$ cat config.mk
export PLATFORM = sky130hd
export DESIGN_NAME = rv_instr_encoder
export DESIGN_NICKNAME = d
export VERILOG_FILES = /design/src/rtl/rv_instr_encoder.sv
export SDC_FILE = /design/constraint.sdc
export NUM_CORES = 1
export LEC_CHECK = 0
export ABC_AREA = 1
export CAP_MARGIN = 10
export CELL_PAD_IN_SITES_DETAIL_PLACEMENT = 1
export CELL_PAD_IN_SITES_GLOBAL_PLACEMENT = 2
export CORE_MARGIN = 5
export CORE_UTILIZATION = 21
export CTS_CLUSTER_DIAMETER = 30
export CTS_CLUSTER_SIZE = 20
export DETAILED_ROUTE_END_ITERATION = 10
export PLACE_DENSITY_LB_ADDON = 0.08
export SYNTH_ARGS = -nofsm -noshare
export SYNTH_HDL_FRONTEND = slang
export SYNTH_SLANG_ARGS = --single-unit
$ cat constraint.sdc
create_clock -name clk -period 1.6 [get_ports clk]
set_input_delay 0.32 -clock clk [delete_from_list [all_inputs] [get_ports clk]]
set_output_delay 0.32 -clock clk [all_outputs]
set_load 0.005 [all_outputs]
$ cat src/rtl/rv_instr_encoder.sv
// RV32I instruction-memory loader: encodes field-level requests into 32-bit words and
// streams them with consecutive word addresses through a one-deep registered output.
module rv_instr_encoder #(
   parameter logic [31:0] BASE_ADDR  = 32'h0,
   parameter int unsigned IMEM_WORDS = 256,
   parameter bit          WRAP_EN    = 1'b0
) (
   input  logic        clk,
   input  logic        rst_n,
   input  logic        start,
   input  logic        in_valid,
   output logic        in_ready,
   input  logic [2:0]  in_class,
   input  logic [4:0]  in_rd,
   input  logic [4:0]  in_rs1,
   input  logic [4:0]  in_rs2,
   input  logic [2:0]  in_funct3,
   input  logic [6:0]  in_funct7,
   input  logic [31:0] in_imm,
   output logic        out_valid,
   input  logic        out_ready,
   output logic [31:0] out_word,
   output logic [31:0] out_addr,
   output logic        err,
   output logic [15:0] count,
   output logic        full
);

   localparam int unsigned   KW    = $clog2(IMEM_WORDS);
   localparam logic [KW-1:0] KLast = KW'(IMEM_WORDS - 1);

   localparam logic [6:0] OPC_RTYPE  = 7'b0110011;
   localparam logic [6:0] OPC_OPIMM  = 7'b0010011;
   localparam logic [6:0] OPC_LOAD   = 7'b0000011;
   localparam logic [6:0] OPC_STORE  = 7'b0100011;
   localparam logic [6:0] OPC_BRANCH = 7'b1100011;
   localparam logic [6:0] OPC_JAL    = 7'b1101111;
   localparam logic [6:0] OPC_JALR   = 7'b1100111;

   typedef enum logic [1:0] {StIdle, StRun, StFull} state_e;

   state_e        state_q, state_d;
   logic          out_valid_q, out_valid_d;
   logic [31:0]   word_q, word_d;
   logic [KW-1:0] k_q, k_d;
   logic [15:0]   count_q, count_d;
   logic          err_q, err_d;

   logic [31:0] enc_word;
   logic        enc_ok;
   logic        fits_i, fits_b, fits_j;
   logic        out_hs, start_take, at_last, cap_block, in_acc;

   // Signed range checks: all bits above the field width must equal the sign bit.
   assign fits_i = (&in_imm[31:11]) | ~(|in_imm[31:11]);
   assign fits_b = ((&in_imm[31:12]) | ~(|in_imm[31:12])) & ~in_imm[0];
   assign fits_j = ((&in_imm[31:20]) | ~(|in_imm[31:20])) & ~in_imm[0];

   always_comb begin
      enc_word = '0;
      enc_ok   = 1'b0;
      case (in_class)
         3'd0: begin
            enc_word = {in_funct7, in_rs2, in_rs1, in_funct3, in_rd, OPC_RTYPE};
            enc_ok   = 1'b1;
         end
         3'd1: begin
            enc_word = {in_imm[11:0], in_rs1, in_funct3, in_rd, OPC_OPIMM};
            enc_ok   = fits_i;
         end
         3'd2: begin
            enc_word = {in_imm[11:0], in_rs1, in_funct3, in_rd, OPC_LOAD};
            enc_ok   = fits_i;
         end
         3'd3: begin
            enc_word = {in_imm[11:5], in_rs2, in_rs1, in_funct3, in_imm[4:0], OPC_STORE};
            enc_ok   = fits_i;
         end
         3'd4: begin
            enc_word = {in_imm[12], in_imm[10:5], in_rs2, in_rs1, in_funct3,
                        in_imm[4:1], in_imm[11], OPC_BRANCH};
            enc_ok   = fits_b;
         end
         3'd5: begin
            enc_word = {in_imm[20], in_imm[10:1], in_imm[11], in_imm[19:12], in_rd, OPC_JAL};
            enc_ok   = fits_j;
         end
         3'd6: begin
            enc_word = {in_imm[11:0], in_rs1, 3'b000, in_rd, OPC_JALR};
            enc_ok   = fits_i;
         end
         default: ;
      endcase
   end

   assign out_hs     = out_valid_q & out_ready;
   assign start_take = start & ~out_valid_q;
   assign at_last    = (k_q == KLast);
   // Without wrap, the word at the last slot must not be followed by a new accept.
   assign cap_block  = ~WRAP_EN & out_valid_q & at_last;
   assign in_ready   = (state_q == StRun) & ~start_take & (~out_valid_q | out_ready) & ~cap_block;
   assign in_acc     = in_valid & in_ready;

   always_comb begin
      state_d     = state_q;
      out_valid_d = out_valid_q;
      word_d      = word_q;
      k_d         = k_q;
      count_d     = count_q;
      err_d       = in_acc & ~enc_ok;
      if (start_take) begin
         state_d = StRun;
         k_d     = '0;
         count_d = '0;
      end else begin
         if (out_hs) begin
            out_valid_d = 1'b0;
            if (count_q != 16'hFFFF) count_d = count_q + 16'd1;
            if (at_last && !WRAP_EN) state_d = StFull;
            else                     k_d     = k_q + KW'(1);
         end
         if (in_acc && enc_ok) begin
            out_valid_d = 1'b1;
            word_d      = enc_word;
         end
      end
   end

   always_ff @(posedge clk or negedge rst_n) begin
      if (!rst_n) begin
         state_q     <= StIdle;
         out_valid_q <= 1'b0;
         word_q      <= '0;
         k_q         <= '0;
         count_q     <= '0;
         err_q       <= 1'b0;
      end else begin
         state_q     <= state_d;
         out_valid_q <= out_valid_d;
         word_q      <= word_d;
         k_q         <= k_d;
         count_q     <= count_d;
         err_q       <= err_d;
      end
   end

   assign out_valid = out_valid_q;
   assign out_word  = word_q;
   assign out_addr  = BASE_ADDR + {{(30 - KW){1'b0}}, k_q, 2'b00};
   assign err       = err_q;
   assign count     = count_q;
   assign full      = (state_q == StFull);

endmodule

* Word level (Yosys, flattened, before mapping) *
Index checks and enable logic that the tools add are counted.

word-level totals
  bits of input ports = 65
  flip-flop bits (word level) = 60
  logic and storage cells = 72
  output and inout bits = 84

operators by class
  bitwise logic cells = 22
  $add $sub $neg = 2
  eq/ne operators = 11
  mux-type cells = 13
  reduce and logical (&&, ||, !) cells = 18

operators by type and width
  kind                     number
  $pmux W32 S7             1
  $mux W16                 3
  $mux W8                  3
  $reduce_and A21 Y1       1
  $reduce_or A21 Y1        1
  $reduce_and A20 Y1       1
  $reduce_or A20 Y1        1
  $add A16 B1 Y16 const B  1
  $ne A16 B16 Y1 const B   1
  $reduce_and A12 Y1       1
  $reduce_or A12 Y1        1
  $and A1 B1 Y1            10
  $reduce_and A2 Y1        5
  $eq A3 B3 Y1 const B     3
  $add A8 B1 Y8 const B    1
  $eq A8 B8 Y1 const B     1
  $not A1 Y1               8
  $reduce_bool A2 Y1       4
  $eq A3 B2 Y1 const B     2
  $mux W2                  3
  $or A1 B1 Y1             4
  $pmux W1 S4              1
  $reduce_or A4 Y1         1
  $eq A3 B1 Y1 const B     1
  6 further kinds          7

* Logic depth before layout (Yosys ltp) *
Gate-level depths: netlist (run 1).

  depth in word-level cells = 10
  depth in mapped cells = 13
  depth with buffers taken out = 12

* Worst setup path before layout (run 1) *
No wires, ideal clock.

  kind = reg-to-reg
  start = register count_q[0] (netlist: count[0])
  end = register count_q[10] (netlist: count[10])
  period minus slack after synthesis = 1.637 ns
  stages on the path, launching flop included = 10
  data required time = 1.478 ns
  library setup time = 0.122 ns
  slack = -0.037 ns
  arrival time = 1.515 ns
  buffers on the path = 1
  cell sequence = dfrtp_1 ha_1 nand2_1 nor3_4 nand4_2 nand2_4 nand2_4 buf_6 nand4_1 o21ai_1

on the way
  longest elaborated chain between the ends = 4
  elaborated cells between the ends (all ways) = 7
  those cells by class = add/sub: 1; eq/ne: 1; mux: 3; reduce/logical: 2

RTL lines
  element                   RTL line  text
  start: declaration        46        logic [15:0] count_q, count_d;
  start signal: assignment  142       count_q <= count_d;
  $add A16 B1 Y16           118       if (count_q != 16'hFFFF) count_d = count_q + 16'd1;
  $mux W16                  118
  $mux W16                  116       if (out_hs) begin
  $mux W16                  111       if (start_take) begin

Several ways; a longest one is shown, not always the timed one. The select of a mux whose other input is x is not followed.
A chain may end at the register's enable or synchronous reset.

* Final worst setup path (run 1) *
  start = register k_q[0]
  end = output port in_ready

on the way
  longest elaborated chain between the ends = 4

RTL lines
  element                   RTL line  text
  start: declaration        45        logic [KW-1:0] k_q, k_d;
  start signal: assignment  141       k_q <= k_d;
  $eq A8 B8 Y1              98        assign at_last = (k_q == KLast);
  $and A1 B1 Y1             100       assign cap_block = ~WRAP_EN & out_valid_q & at_last;
  $not A1 Y1                101       assign in_ready = (state_q == StRun) & ~start_take & (~out_valid_q | out_ready) & ~cap_block;
  $and A1 B1 Y1             101
  end: declaration          12        output logic in_ready,

Every way passes these cells.

==> results of run 1 <==
-- state kept, by name, summed over array words and instances, names as in the netlist --
signal	cells
count	16
err	1
k_q	8
out_valid	1
out_word	31
state_q	2
-- layer usage --
layer | vias to the layer above | track usage, % | wire length, um | part of all wire [%]
met5 | - | 0 | 0 | 0
met4 | 0 | 3.816 | 128 | 0.80
met3 | 11 | 3.993 | 734 | 4.6
met2 | 92 | 26.36 | 8527 | 53
met1 | 2112 | 17.78 | 6701 | 42
li1 | 2149 | - | - | -
-- metrics by stage --
step	utilization [%]	hold WS, ns	power [W]	cells
after floorplan	-	0.02441	0.002228	553
after global placement	33.39	0.3591	0.003094	953
after detailed placement	33.39	0.3547	0.003112	953
after CTS	35.87	0.002989	0.004968	984
after global routing	39.76	0.02460	0.005343	1001
final	39.76	-0.001537	0.005040	1001
-- how the worst max path moves through the flow --
| stage | start | to | depth (start not counted) |
|---|---|---|---|
| floorplan | count[0] | count[10] | 9 |
| global placement | out_ready | in_ready | 6 |
| detailed placement | in_imm[14] | out_word[13] | 13 |
| CTS | k_q[0] | in_ready | 7 |
| global route | k_q[0] | in_ready | 7 |
| finish | k_q[0] | in_ready | 7 |
-- cell usage after synthesis (2+ instances only) --
library cell,n
a21oi_1,9
buf_2,5
buf_4,26
buf_6,4
clkbuf_1,2
dfrtp_1,59
ha_1,2
inv_1,52
inv_2,6
nand2_1,161
nand2_2,4
nand2_4,4
nand3_1,52
nand4_1,10
nor2_1,46
nor3_1,10
nor3_4,2
o211ai_1,2
o21ai_0,41
o21ai_1,11
o31ai_1,5
xor2_1,5
-- logic make-up (layout without fill, tap and decap cells) --
family / Yosys count / count (layout) / synth area share (%)
fa+ha+maj: 2 / 2 / 0.6666
flops: 59 / 59 / 39.33
xor+xnor: 6 / 6 / 1.400
buf+inv: 95 / 318 / 13.07
compound gates: 70 / 70 / 9.967
simple gates: 297 / 297 / 35.47
other cells: 1 / 24 / 0.09990
-- worst register-to-register path: stages (launching register included) --
cell and delay (ns):
dfrtp_1 0.38, ha_2 0.20, nand2_2 0.06, inv_2 0.05, nand3_4 0.09, o21ai_4 0.07
buf_6 0.13, nor2_4 0.17, buf_6 0.18, clkbuf_16 0.18, nand3_2 0.07, nand2_1 0.06
-- power breakdown --
group / switching [W] / internal [W]
registers: 0.000139 / 0.00168
logic: 0.000656 / 0.000786
clock network: 0.000738 / 0.00104
-- layout make-up --
| cell class | count | area, um2 |
|---|---|---|
| Multi-Input combinational cell | 399 | 2318 |
| Clock inverter | 5 | 30.03 |
| Inverter | 58 | 225.2 |
| Clock buffer | 11 | 232.7 |
| Timing Repair Buffer | 244 | 2360 |
| Sequential cell | 59 | 1476 |
| Fill cell | 2114 | 10490 |
| Tap cell | 225 | 281.5 |
-- timing repair --
item / in CTS / in global routing
endpoints found under the setup margin: 65 / 59
buffers inserted: 13 / 12
hold endpoints to repair: 0 / 0
pin swaps: 7 / 66
gates cloned: 2 / 6
resized for setup: 63 / 125
==> results.tsv, run 1 <==
metric	value	unit
outcome	finished, violations left	
violations	negative hold slack, negative setup slack	
layout_commonest_cell	nand2_1	
yosysSeqAreaShare	39.33	%
area_delta_synth_final	84.47	%
synthTopCellsByArea	dfrtp_1, nand2_1, nand3_1	
cts_inserted_buffers	9	
gp_congestion	0.8759	
synth_edf_count	0	
finalMaxSlewViolations	0	
peakVddDrop	543.1	uV
cts_tree	done	
coreArea	0.01742	mm2
fmax	568.0	MHz
synthCells	530	
antenna_found_initial	0	
crit_fanout	2	
rrSetupSlack	-0.11	ns
grt_max_degree	60	
route.vias.total	4364	
antenna_left	0	
power_leakage	3.541	nW
boundaryPins	149	
yosysTopAreaCell	dfrtp_1	
wl	16.09	mm
nets	838	
final_area	0.006924	mm2
cpPeakStageDelay	0.36	ns
clk_path_buf_depth	2	
drtIter0Drc	118	
min_period_over_period	110.0	%
cp-end-kind	output port	
setup_violations	40	
cap_violations	0	
placed_area	0.005816	mm2
arrival	1.44	ns
crit_buf_inv	3	
r2r-end	out_word[19]	
first_global_vias	4790	
clk_pin_slew	0.05	ns
avgSynthCellArea	7.082	um2
yosysUniqueCellTypes	34	
die_h	143.7	um
wire_per_inst	16.08	um
synth_seq_cells	59	
grt-ovfl-total	0	
numClockSinks	59	
num_antenna_cells	0	
rows	48	
path_delay_family	flip-flops	
place_ws	-0.4598	ns
r2r_start	k_q[0]	
die_x	143.7	um
fin_crit	1.761	ns
postSynth.asyncResetShare	100.0	%
grt.total_usage	14.85	%
setup_tns	-2.876	ns
synth.top_cell.area_share	39.33	%
synth_flop_cell	dfrtp_1	
min_path_type	input port to asynchronous set/reset pin	
worstPathCellList	ha_2, nand2_2, inv_2, nand3_4, o21ai_4, inv_1, buf_2	
crit_required	1.28	ns
ys_warn_count	0	
drive_gt1_share	31.44	%
finalHoldViolCount	3	
cpMaxStageDelayCell	dfrtp_1	
fin_hold_ws	-0.001537	ns
drcViolationCount	0	
post_cts_hold_buffer_count	0	
netlist_area	0.003754	mm2
r2r_cells	11	
root_buffer	clkbuf_16	
final_cell_mix	nand2_1, buf_4, clkdlybuf4s50_1	
start_kind	flop	
finClkSkew	0.007854	ns
vias_per_cell	4.360	
rsz0062_at_grt	yes	
cts-htree-levels	3	
power.density	727.8	mW/mm2
grt_pass1_wl	24.26	mm
fin_ws	-0.1607	ns
clk_latency	0.34	ns
first_pass_iters	4	
dp_hpwl	11.61	mm
io_buffers	124	
die_area	0.02065	mm2
start_util	21.55	%
path_class	flop to output port	
(Power assumes the default switching activity.)
==> run 2: changes to the inputs <==
MAX_ROUTING_LAYER = met4   (was default)
==> results.tsv, run 2 (same netlist as run 1, synthesis figures left out) <==
metric	value	unit	change
cp-end-kind	output port		
fin_crit	1.769	ns	+0.008376 ns
finClkSkew	0.005948	ns	-0.001906 ns
nets	841		+0.36%
die_h	143.7	um	unchanged
rows	48		unchanged
grtUsageMet3	2.895	%	-1.1 points
start_util	21.55	%	unchanged
drcViolationCount	0		unchanged
setup_tns	-4.118	ns	-1.242 ns
die_area	0.02065	mm2	unchanged
drtIter0Drc	96		-19%
cpMaxStageDelayCell	dfrtp_1		
arrival	1.45	ns	about the same
antenna_found_initial	0		unchanged
root_buffer	clkbuf_16		
drive_gt1_share	34.36	%	+2.9 points
final_cell_mix	nand2_1, buf_4, dfrtp_1, clkdlybuf4s50_1, inv_1		
coreArea	0.01742	mm2	unchanged
fmax	565.3	MHz	-0.47%
boundaryPins	149		unchanged
fin_hold_ws	-0.01290	ns	-0.01137 ns
min_path_type	input port to asynchronous set/reset pin		
setup_violations	41		+2.5%
io_buffers	124		unchanged
route.vias.total	4371		+0.16%
crit_buf_inv	3		unchanged
outcome	finished, violations left		
cts_tree	done		
area_delta_synth_final	90.97	%	
cap_violations	0		unchanged
crit_fanout	2		unchanged
num_antenna_cells	0		unchanged
finalMaxSlewViolations	0		unchanged
min_period_over_period	110.6	%	+0.52 points
antenna_left	0		unchanged
start_kind	flop		
crit_required	1.28	ns	about the same
fin_ws	-0.1691	ns	-0.008376 ns
power.density	743.4	mW/mm2	+2.1%
cts-htree-levels	3		unchanged
grt_max_degree	60		unchanged
busiest_layer	met2		
path_class	flop to output port		
finalHoldViolCount	11		+8
cts_inserted_buffers	9		unchanged
place_ws	-0.4891	ns	-0.02927 ns
rrSetupSlack	-0.15	ns	-0.04 ns
r2r-end	out_word[7]		
wl	16.06	mm	-0.17%
grt-ovfl-total	0		unchanged
dp_hpwl	11.63	mm	+0.17%
seq_area	0.001479	mm2	+0.17%
multi_input_area	0.002394	mm2	+3.2%
gp_congestion	0.8747		-0.14%
grt_pass1_wl	24.89	mm	+2.6%
grt.total_usage	15.91	%	+1.1 points
worstPathCellList	ha_2, nand2_2, inv_2, nand3_4, o21ai_4, inv_1, buf_2		
rsz0062_at_grt	yes		
cpPeakStageDelay	0.36	ns	about the same
clk_path_buf_depth	2		unchanged
post_cts_hold_buffer_count	0		unchanged
clk_latency	0.33	ns	about the same
path_delay_family	flip-flops		
clk_pin_slew	0.06	ns	about the same
vias_per_cell	4.362		about the same
die_x	143.7	um	unchanged
peakVddDrop	456.6	uV	-16%
largest_reg_flops	31		unchanged
first_pass_iters	4		unchanged
violations	negative hold slack, negative setup slack		
r2r_cells	12		+1
wire_per_inst	16.03	um	-0.27%
numClockSinks	59		unchanged
power_leakage	3.822	nW	+7.9%
layout_commonest_cell	nand2_1		
grt_util_met2	27.94	%	+1.6 points
r2r_start	k_q[0]		
fillCellCount	2070		-2.1%
first_global_vias	4780		-0.21%
gr-usage-met1	19.01	%	+1.2 points
run 2: cell count changes in the layout (fill, tap and decap cells not counted), sizes merged, moves of 4 or more:
cell / delta
dlymetal6s2s: +17
clkdlybuf4s50: -10
dlygate4sd2: -7
buf: +5
clkbuf: -4
run 2: area by class of cell:
type	count	share of cell area, %
repair buffers	247	34.89
multi-input cells	399	33.39
flip-flops and latches	59	20.63
well taps	225	3.927
clock buffers	11	3.386
inverters	58	3.212
clock inverters	3	0.5586
run 2: per-stage QoR:
step / instances / utilization (%) / total power (W) / hold WS, ns / instance area [um2]
6_report: 1002 / 41.16 / 0.005329 / -0.01290 / 7168
5_1_grt: 1002 / 41.16 / 0.005628 / 0.009469 / 7168
4_1_cts: 986 / 37.26 / 0.005173 / 0.007681 / 6489
3_5_place_dp: 954 / 33.43 / 0.003111 / 0.3644 / 5823
3_3_place_gp: 954 / 33.43 / 0.003094 / 0.3620 / 5823
2_1_floorplan: 553 / - / 0.002228 / 0.02441 / 3847
run 2: worst max-delay path by stage:
stage | from | end | slack (ns) | cells after the start
6_report | k_q[1] | in_ready | -0.17 | 7
5_1_grt | k_q[1] | in_ready | -0.27 | 7
4_1_cts | k_q[1] | in_ready | -0.24 | 7
3_5_place_dp | out_ready | in_ready | -0.49 | 6
3_3_place_gp | out_ready | in_ready | -0.47 | 6
2_1_floorplan | count[0] | count[10] | -0.001 | 9
run 2: timing repair:
action | 4_1_cts | 5_1_grt
cloned | 6 | 3
endpoints found under the hold margin | 0 | 0
pin swaps | 18 | 33
setup buffers | 13 | 14
endpoints found under the setup margin | 62 | 62
gates resized for setup | 82 | 159
run 2: routing by layer:
metal  vias up  part of all wire [%]
met2        96                    52
met5         -                     0
met3        12                   3.8
met1      2109                    43
met4         0                   1.1
li1       2154                     -
run 2: power breakdown:
group / total (W) / internal, W / switching, W
Combinational: 0.00152 / 0.000862 / 0.000657
Sequential: 0.00188 / 0.00168 / 0.000191
Clock: 0.00193 / 0.00123 / 0.000709
Total: 0.00533 / 0.00377 / 0.00156
==> run 3: changes to the inputs <==
CAP_MARGIN = 5   (was 10)
==> results of run 3 <==
No change in the layout: final DEF, timing and power equal those of run 2.
